### src/rtl/ram_burst_ctrl.sv
// ram_burst_ctrl
//
// Burst access controller that sits directly in front of a single-port
// synchronous RAM. It accepts one write or read burst command at a time and
// walks the RAM one address per cycle. Read data comes back from the RAM's
// registered data_out and is captured into a 2-entry output FIFO, which
// presents a valid/ready streaming interface to the consumer.
//
// Ports
//   clk, rst           clock shared with the RAM; rst is asynchronous, active-low
//   cmd_valid/ready    command handshake (ready only while idle)
//   cmd_wr             1 = write burst, 0 = read burst
//   cmd_addr           burst start address
//   cmd_len            beats minus one
//   wdata/_valid/_ready write beat stream (ready while in WRITE)
//   rdata/_valid/_ready read beat stream (head of the output FIFO)
//   busy               controller is not idle
//   cmd_done           one-cycle pulse when a burst completes
//   ram_data_in/addr/wr_rd  drive to the RAM port
//   ram_data_out       RAM registered output (mem[addr of previous edge])

module ram_burst_ctrl #(
  parameter int DEPTH = 32,
  parameter int WIDTH = 8,
  parameter int LEN_W = 4,
  localparam int AW = $clog2(DEPTH)
) (
  input  logic             clk,
  input  logic             rst,
  input  logic             cmd_valid,
  output logic             cmd_ready,
  input  logic             cmd_wr,
  input  logic [AW-1:0]    cmd_addr,
  input  logic [LEN_W-1:0] cmd_len,
  input  logic [WIDTH-1:0] wdata,
  input  logic             wdata_valid,
  output logic             wdata_ready,
  output logic [WIDTH-1:0] rdata,
  output logic             rdata_valid,
  input  logic             rdata_ready,
  output logic             busy,
  output logic             cmd_done,
  output logic [WIDTH-1:0] ram_data_in,
  output logic [AW-1:0]    ram_addr,
  output logic             ram_wr_rd,
  input  logic [WIDTH-1:0] ram_data_out
);

  typedef enum logic [1:0] {IDLE, WRITE, READ, DRAIN} state_t;

  state_t           state, state_nxt;
  logic [AW-1:0]    cur_addr;
  logic [LEN_W-1:0] beats_left;
  logic             in_flight;
  logic             done_q;

  // Output FIFO
  logic [WIDTH-1:0] fifo_mem [2];
  logic             wr_ptr, rd_ptr;
  logic [1:0]       count;

  logic             accept_cmd, accept_beat, issue, push, pop;
  logic             last_beat, drain_done;
  logic [2:0]       occ_after_pop;

  // Handshake and control decode
  always_comb begin
    // NOTE: every combinational output gets a default before any branch, so
    // no path leaves a signal unassigned and no latch is inferred.
    cmd_ready   = (state == IDLE);
    wdata_ready = (state == WRITE);
    busy        = (state != IDLE);
    rdata_valid = (count != 2'd0);
    rdata       = fifo_mem[rd_ptr];

    accept_cmd  = cmd_valid && cmd_ready;
    accept_beat = (state == WRITE) && wdata_valid;
    pop         = rdata_valid && rdata_ready;
    push        = in_flight;
    last_beat   = (beats_left == '0);

    // A pop in the same cycle frees a slot, which is what lets the read path
    // sustain one beat per cycle; the FIFO plus the in-flight beat can still
    // never exceed two entries.
    occ_after_pop = 3'(count) + 3'(in_flight) - 3'(pop);
    issue         = (state == READ) && (occ_after_pop < 3'd2);

    drain_done  = (state == DRAIN) && !in_flight && (count == 2'd0);

    // Write completion is registered (pulse the cycle after the last beat);
    // read completion pulses in the DRAIN->IDLE transition cycle itself.
    cmd_done    = done_q || drain_done;

    ram_addr    = cur_addr;
    ram_wr_rd   = accept_beat;
    ram_data_in = (state == WRITE) ? wdata : '0;
  end

  // Next-state logic
  always_comb begin
    state_nxt = state;
    unique case (state)
      IDLE:  if (accept_cmd) state_nxt = cmd_wr ? WRITE : READ;
      WRITE: if (accept_beat && last_beat) state_nxt = IDLE;
      READ:  if (issue && last_beat) state_nxt = DRAIN;
      DRAIN: if (drain_done) state_nxt = IDLE;
      default: state_nxt = IDLE;
    endcase
  end

  // State, address and beat counters
  always_ff @(posedge clk or negedge rst) begin
    if (!rst) begin
      state      <= IDLE;
      cur_addr   <= '0;
      beats_left <= '0;
      in_flight  <= 1'b0;
      done_q     <= 1'b0;
    end else begin
      // NOTE: sequential state uses non-blocking assignments so every
      // register samples pre-edge values regardless of statement order.
      state     <= state_nxt;
      in_flight <= issue;
      done_q    <= accept_beat && last_beat;
      if (accept_cmd) begin
        cur_addr   <= cmd_addr;
        beats_left <= cmd_len;
      end else if (accept_beat || issue) begin
        // Natural modulo-2**AW wrap of the address register
        cur_addr   <= cur_addr + AW'(1);
        beats_left <= beats_left - LEN_W'(1);
      end
    end
  end

  // Output FIFO: capture happens exactly one cycle after issue, because the
  // RAM overwrites data_out on every edge.
  always_ff @(posedge clk or negedge rst) begin
    if (!rst) begin
      // NOTE: the two FIFO words are reset (unlike a real RAM array) so that
      // rdata reads 0 during and after reset and stale read data from an
      // aborted burst is discarded.
      fifo_mem[0] <= '0;
      fifo_mem[1] <= '0;
      wr_ptr      <= 1'b0;
      rd_ptr      <= 1'b0;
      count       <= 2'd0;
    end else begin
      if (push) begin
        fifo_mem[wr_ptr] <= ram_data_out;
        wr_ptr           <= ~wr_ptr;
      end
      if (pop) rd_ptr <= ~rd_ptr;
      count <= count + 2'(push) - 2'(pop);
    end
  end

endmodule
### config.mk
export PLATFORM = sky130hd
export DESIGN_NAME = ram_burst_ctrl
export DESIGN_NICKNAME = d
export VERILOG_FILES = /design/src/rtl/ram_burst_ctrl.sv
export SDC_FILE = /design/constraint.sdc
export NUM_CORES = 1
export LEC_CHECK = 0
export CORE_ASPECT_RATIO = 0.5
export CORE_UTILIZATION = 35
export DETAILED_ROUTE_END_ITERATION = 6
export PLACE_DENSITY_LB_ADDON = 0.2
export SETUP_SLACK_MARGIN = 0.4
export SLEW_MARGIN = 20
export SYNTH_ARGS = -nofsm -noshare
export SYNTH_HDL_FRONTEND = slang
export SYNTH_SLANG_ARGS = --single-unit
### constraint.sdc
create_clock -name clk -period 4.7 [get_ports clk]
set_clock_uncertainty 0.1 [all_clocks]
set_input_delay 0.705 -clock clk [delete_from_list [all_inputs] [get_ports clk]]
set_output_delay 0.705 -clock clk [all_outputs]
set_load 0.01 [all_outputs]
==> results of run 1 <==
Yosys cell counts, drive strengths merged (4+ instances only):
| library cell | instances | area, um^2 |
|---|---|---|
| ha | 5 | 62.6 |
| o22ai | 4 | 38.8 |
| mux2 | 24 | 270 |
| buf | 5 | 52.6 |
| and2 | 10 | 62.6 |
| nand2 | 11 | 41.3 |
| nor2 | 6 | 22.5 |
| dfrtp | 33 | 826 |
| a21oi | 8 | 40.0 |
| o21ai | 6 | 30.0 |
| nand3 | 4 | 20.0 |
| nor3b | 4 | 30.0 |
| inv | 8 | 30.0 |
placed cells by master (no fill, tap or decap), types with 2 or more instances in the layout:
cell and n:
sky130_fd_sc_hd__dfrtp_1 33, sky130_fd_sc_hd__a31oi_1 3, sky130_fd_sc_hd__o22ai_1 3, sky130_fd_sc_hd__a21oi_1 8
sky130_fd_sc_hd__mux2_2 24, sky130_fd_sc_hd__and2_1 10, sky130_fd_sc_hd__nor2b_1 2, sky130_fd_sc_hd__nand3_1 4
sky130_fd_sc_hd__nor2_1 6, sky130_fd_sc_hd__nor3_1 3, sky130_fd_sc_hd__nand2_1 11, sky130_fd_sc_hd__nor3b_1 4
sky130_fd_sc_hd__clkbuf_8 6, sky130_fd_sc_hd__clkdlybuf4s50_1 57, sky130_fd_sc_hd__xor2_1 2, sky130_fd_sc_hd__o21ai_0 5
sky130_fd_sc_hd__ha_1 5, sky130_fd_sc_hd__inv_1 8
final timing paths:
path	start	to	slack (ns)	cells past startpoint
max in group asynchronous	rst	count[1]	3.48	2
worst min-delay path	wr_ptr	wr_ptr	0.40	1
worst max register to register	count[1]	beats_left[2]	1.66	11
worst min register to register	wr_ptr	wr_ptr	0.40	1
min in group asynchronous	rst	beats_left[0]	0.72	2
worst max-delay path	rdata_ready	beats_left[2]	1.45	10
critical path, stage by stage:
cell	delay [ns]
sky130_fd_sc_hd__clkdlybuf4s50_1	0.39
sky130_fd_sc_hd__and2_1	0.16
sky130_fd_sc_hd__ha_1	0.27
sky130_fd_sc_hd__inv_1	0.04
sky130_fd_sc_hd__ha_1	0.19
sky130_fd_sc_hd__fa_1	0.46
sky130_fd_sc_hd__or3b_4	0.41
sky130_fd_sc_hd__o22ai_4	0.37
sky130_fd_sc_hd__o21ai_0	0.17
sky130_fd_sc_hd__o2bb2ai_1	0.16
kinds of logic (layout without fill, tap and decap cells):
family / after synthesis / count (layout) / synth area share [%]
AO/OA/AOI/OAI: 28 / 28 / 10.5
adder cells (fa/ha/maj): 6 / 6 / 4.76
AND/OR/NAND/NOR: 45 / 45 / 14.1
buffers and inverters: 16 / 74 / 5.41
XOR/XNOR: 3 / 3 / 1.51
multiplexers: 25 / 25 / 16.2
flip-flops: 33 / 33 / 47.6
per-layer routing:
metal / global-route usage, % / wire length, um
met1: 19.0 / 1610
met2: 25.1 / 1660
met3: 6.72 / 241
met4: 4.35 / 36
met5: 0 / 0
layout make-up:
type / count / area [um^2] / share of cell area, %
Sequential cell: 33 / 826 / 33.7
Multi-Input combinational cell: 107 / 816 / 33.3
Timing Repair Buffer: 58 / 578 / 23.6
Clock buffer: 7 / 86.3 / 3.53
Tap cell: 66 / 82.6 / 3.37
Clock inverter: 1 / 30.0 / 1.23
Inverter: 8 / 30.0 / 1.23
registers in the layout (all words and copies together), names as in the netlist:
| register | cells |
|---|---|
| beats_left | 4 |
| count | 2 |
| done_q | 1 |
| fifo_mem | 16 |
| in_flight | 1 |
| ram_addr | 5 |
| rd_ptr | 1 |
| state | 2 |
| wr_ptr | 1 |
power by group through the flow:
stage                     registers [mW]  clock network, mW  logic [mW]
after detailed placement           0.548                  0       0.822
after global routing               0.568              0.302       0.896
final                              0.542              0.275       0.809
after global placement             0.544                  0       0.793
after CTS                          0.543              0.286       0.825
after floorplan                    0.506                  0       0.532
through the flow:
stage / setup slack, ns / cells / util [%]
CTS: 1.43 / 280 / 53.5
detailed placement: 1.12 / 272 / 51.0
floorplan: 1.85 / 156 / -
global placement: 1.20 / 272 / 51.0
global route: 1.28 / 280 / 53.5
finish: 1.45 / 280 / 53.5
==> results.cfg, run 1 <==
[cts]
cts_max_path_buffers = 2
cts_buffers = 5
clock_tree.root_cell = sky130_fd_sc_hd__clkbuf_8
clk-insertion-delay-late_ns = 0.28
cts_post_setup_buffers_inserted = 0
clkSinkCount = 33
cts.hold.buffers_added = 0
htree_num_levels = 2
clkTransAtPathRegs_ns = 0.07
tritoncts_clock_tree = built
cts.repair.resized = 0

[power]
power.sequential.fraction_pct = 33.3
power_mw = 1.63
power.switching_fraction_pct = 34.2
switching_power_mw = 0.556
cellPowerDensity_nw_per_um2 = 664
power.combinational.fraction_pct = 49.8
leakage_nw = 1.04
ir_drop_mv = 0.269
power_frac_clock_pct = 16.9
power_report.internal_total_mw = 1.07

[final_layout]
finish.instance_area_um2 = 2450
antenna_cell_count = 0
drive_gt1_share_pct = 16.8
fill_cells = 423
finalNetCount = 250
area.growth.synth_to_final_pct = 41.1

[placed_design]
placement.cell_area_um2 = 2330
io_buffers = 57
hpwlAfterDp_um = 2660
gp_congestion = 0.680

[route]
drt_first_pass_iters = 4
wl_per_cell_um = 12.7
routed-via-count = 1335
drc = 0
totalWireLength_um = 3550
antenna_violating_nets_post_route = 0
initialDrtViolationCount = 32
route.detailed.vias_per_inst = 4.77

[floorplanning]
design.core.area_um2 = 4570
pin_count = 58
floorplan.die.height_um = 51.8
die_area_um2 = 5260
initial_util_pct = 37.9
die_x_um = 102
core.rowCount = 17

[timing]
worstMarginPinSlew_ns = 0.773
fin_crit_sh_pct = 69.2
time_the_worst_path_needs_with_i_o_delays_and_setup_ns = 3.25
setup_repair_after_global_routing_missed_its_margin = false
setup_viol = 0
maxSlewViolCount = 0
max_freq_mhz = 308
timing.max_slew.rel_slack_pct = 48.3
hold_violations = 0
final.hold.worst_slack_ns = 0.397
finalSetupTns_ns = 0

[job]
max_cap_viol_count = 0

[worst_setup_path]
cp_max_fo = 16
critPathLaunchType = input port
cp-end-kind = flip-flop
critical_path_class = input port to flip-flop
worst_ep_arrival_time_ns = 3.32
cp.required_ns = 4.77

[min_path]
hold_path.class = flip-flop to flip-flop

[yosys]
synth_seq_area_share_pct = 47.6
total_of_warnings_raised_by_yosys = 0
synth_fp_nets = 193
postSynthCellCount = 156
synth_top_flop_cell = sky130_fd_sc_hd__dfrtp_1
post_synth_instance_area_um2 = 1740
synth-edff-count = 0
netlist-cell-type-count = 36
synth_async_sr_flop_share_pct = 100
post_synth.cell_area_avg_um2 = 11.1
ys_seq_elements = 33

[global_route]
grt_start_max_net_pins = 34
grt_pass1_vias = 1316
globalRoute.totalOverflow = 0
first_pass_grt_wire_length_um = 6070
grt_antenna_before_repair = 0
groute.usage.overall_pct = 15.5

[run_status]
status = completed
Note: power is estimated with default switching activity, not from simulation.
==> run 2: changes to the inputs <==
clock period = 2.7 ns   (was 4.7 ns; I/O delays follow)
==> results.cfg, run 2 (synthesis gave the netlist of run 1 again) <==
[global_route]
grt_pass1_vias = 1307
globalRoute.totalOverflow = 0
first_pass_grt_wire_length_um = 6000
global_route.usage.met2_pct = 24.7
grt_antenna_before_repair = 0
groute.usage.overall_pct = 15.0
grt_start_max_net_pins = 34
grt_util_met3_pct = 5.91
globalRoute.busiestLayer = met2
use_met1_pct = 18.9

[final_layout]
antenna_cell_count = 0
top_register = fifo_mem
sequential_cell_area_um2 = 828
area_used_by_multi_input_combinational_logic_um2 = 878
most_common_library_cell_in_the_layout_ignoring_fill_and_taps = sky130_fd_sc_hd__clkdlybuf4s50_1
finalNetCount = 274
fill_cells = 391
mostFrequentLayoutCells = sky130_fd_sc_hd__clkdlybuf4s50_1, sky130_fd_sc_hd__dfrtp_1, sky130_fd_sc_hd__mux2_2, sky130_fd_sc_hd__buf_4, sky130_fd_sc_hd__nand2_1
area.growth.synth_to_final_pct = 53.8
largest_register_ff_count = 16
drive_gt1_share_pct = 31.1

[cts]
cts.hold.buffers_added = 0
clock_tree.root_cell = sky130_fd_sc_hd__clkbuf_8
clkSinkCount = 33
cts_buffers = 5
clk-insertion-delay-late_ns = 0.27
clkTransAtPathRegs_ns = 0.07
htree_num_levels = 2
cts_max_path_buffers = 2
tritoncts_clock_tree = built

[route]
routed-via-count = 1425
initialDrtViolationCount = 18
drt_first_pass_iters = 3
totalWireLength_um = 3700
wl_per_cell_um = 12.2
antenna_violating_nets_post_route = 0
drc = 0
route.detailed.vias_per_inst = 4.69

[worst_setup_path]
path_buf_inv = 4
cp-end-kind = flip-flop
critical_path.max_stage_delay_ns = 0.50
cp.required_ns = 2.80
worst_ep_arrival_time_ns = 2.97
cp_max_fo = 8
critPathSlowestCell = sky130_fd_sc_hd__fa_1
critical_path.cell_chain = inv_2 > nand2_2 > and2_4 > ha_4 > inv_2 > ha_4 > fa_1 > or3b_4 > o22ai_4 > buf_4 > buf_6 > a21oi_2 > a21oi_2
critical_path_class = flip-flop to flip-flop
critPathLaunchType = flip-flop
critPathTopFamily = adder cells

[timing]
max_freq_mhz = 349
setup_slack_ns = -0.163
worstMarginPinSlew_ns = 0.769
timing.max_slew.rel_slack_pct = 48.6
hold_violations = 0
maxSlewViolCount = 0
fin_crit_sh_pct = 106
time_the_worst_path_needs_with_i_o_delays_and_setup_ns = 2.86
setup_viol = 9
final.hold.worst_slack_ns = 0.399
setup_repair_after_global_routing_missed_its_margin = true

[power]
ir_drop_mv = 0.368
power_mw = 3.07
leakage_nw = 1.18
cellPowerDensity_nw_per_um2 = 1150

[floorplanning]
core.rowCount = 17
pin_count = 58
die_area_um2 = 5260
floorplan.die.height_um = 51.8
design.core.area_um2 = 4570
die_x_um = 102
initial_util_pct = 37.9

[run_status]
violations = setup timing
status = finished, violations left

[job]
max_cap_viol_count = 0

[placed_design]
hpwlAfterDp_um = 2630
gp_congestion = 0.745
io_buffers = 57

[min_path]
hold_path.class = flip-flop to flip-flop
[run 2: changes by cell type in the layout (fill, tap and decap cells not counted), moves of 2 or more]
cell	delta
sky130_fd_sc_hd__buf_4	+20
sky130_fd_sc_hd__buf_6	+3
sky130_fd_sc_hd__clkdlybuf4s50_1	-3
sky130_fd_sc_hd__inv_1	-3
sky130_fd_sc_hd__inv_2	+3
sky130_fd_sc_hd__a21oi_1	-2
sky130_fd_sc_hd__a21oi_2	+2
sky130_fd_sc_hd__clkinv_2	+2
sky130_fd_sc_hd__dfrtp_1	-2
sky130_fd_sc_hd__dfrtp_2	+2
sky130_fd_sc_hd__dlygate4sd2_1	+2
sky130_fd_sc_hd__ha_1	-2
sky130_fd_sc_hd__ha_4	+2
[run 2: final cells by class]
type	instances	share of cell area (%)
Inverter	8	1.13
Clock buffer	6	2.72
Timing Repair Buffer	82	28.7
Tap cell	66	3.09
Sequential cell	33	31.0
Clock inverter	2	0.375
Multi-Input combinational cell	107	32.9
[run 2: worst paths after layout]
| kind | from | to | slack [ns] | depth (start not counted) |
|---|---|---|---|---|
| hold reg to reg | wr_ptr | wr_ptr | 0.40 | 1 |
| min in group asynchronous | rst | ram_addr[4] | 0.43 | 2 |
| hold / removal | wr_ptr | wr_ptr | 0.40 | 1 |
| setup / recovery | count[1] | ram_addr[4] | -0.16 | 13 |
| max in group asynchronous | rst | rd_ptr | 1.74 | 2 |
| setup reg to reg | count[1] | ram_addr[4] | -0.16 | 13 |
[run 2: report_power, final]
group | leakage [nW] | switching (mW) | internal (mW)
combinational | 0.740 | 0.700 | 1.08
sequential | 0.393 | 0.192 | 0.742
clock | 0.0450 | 0.176 | 0.179
[run 2: repair_timing]
action	in CTS	in global routing
cloned	0	0
gates resized for setup	9	6
endpoints found under the setup margin	22	26
setup buffers	6	7
pin swaps	6	0
[run 2: metrics by stage]
stage / utilization, % / worst slack, ns / setup TNS (ns) / cell area (um^2) / instances
after global routing: 58.4 / -0.298 / -2.22 / 2670 / 304
final: 58.4 / -0.163 / -1.03 / 2670 / 304
after CTS: 56.9 / -0.150 / -0.960 / 2600 / 297
after global placement: 53.5 / -0.456 / -3.83 / 2440 / 283
after detailed placement: 53.5 / -0.531 / -4.41 / 2440 / 283
after floorplan: - / -0.0238 / -0.0394 / 1770 / 156
[run 2: layer usage]
metal / vias to the layer above / share of wire [%] / wire (um)
li1: 705 / - / -
met1: 682 / 48 / 1780
met2: 36 / 46 / 1690
met3: 2 / 5.5 / 204
met4: 0 / 0.51 / 19
met5: - / 0 / 0
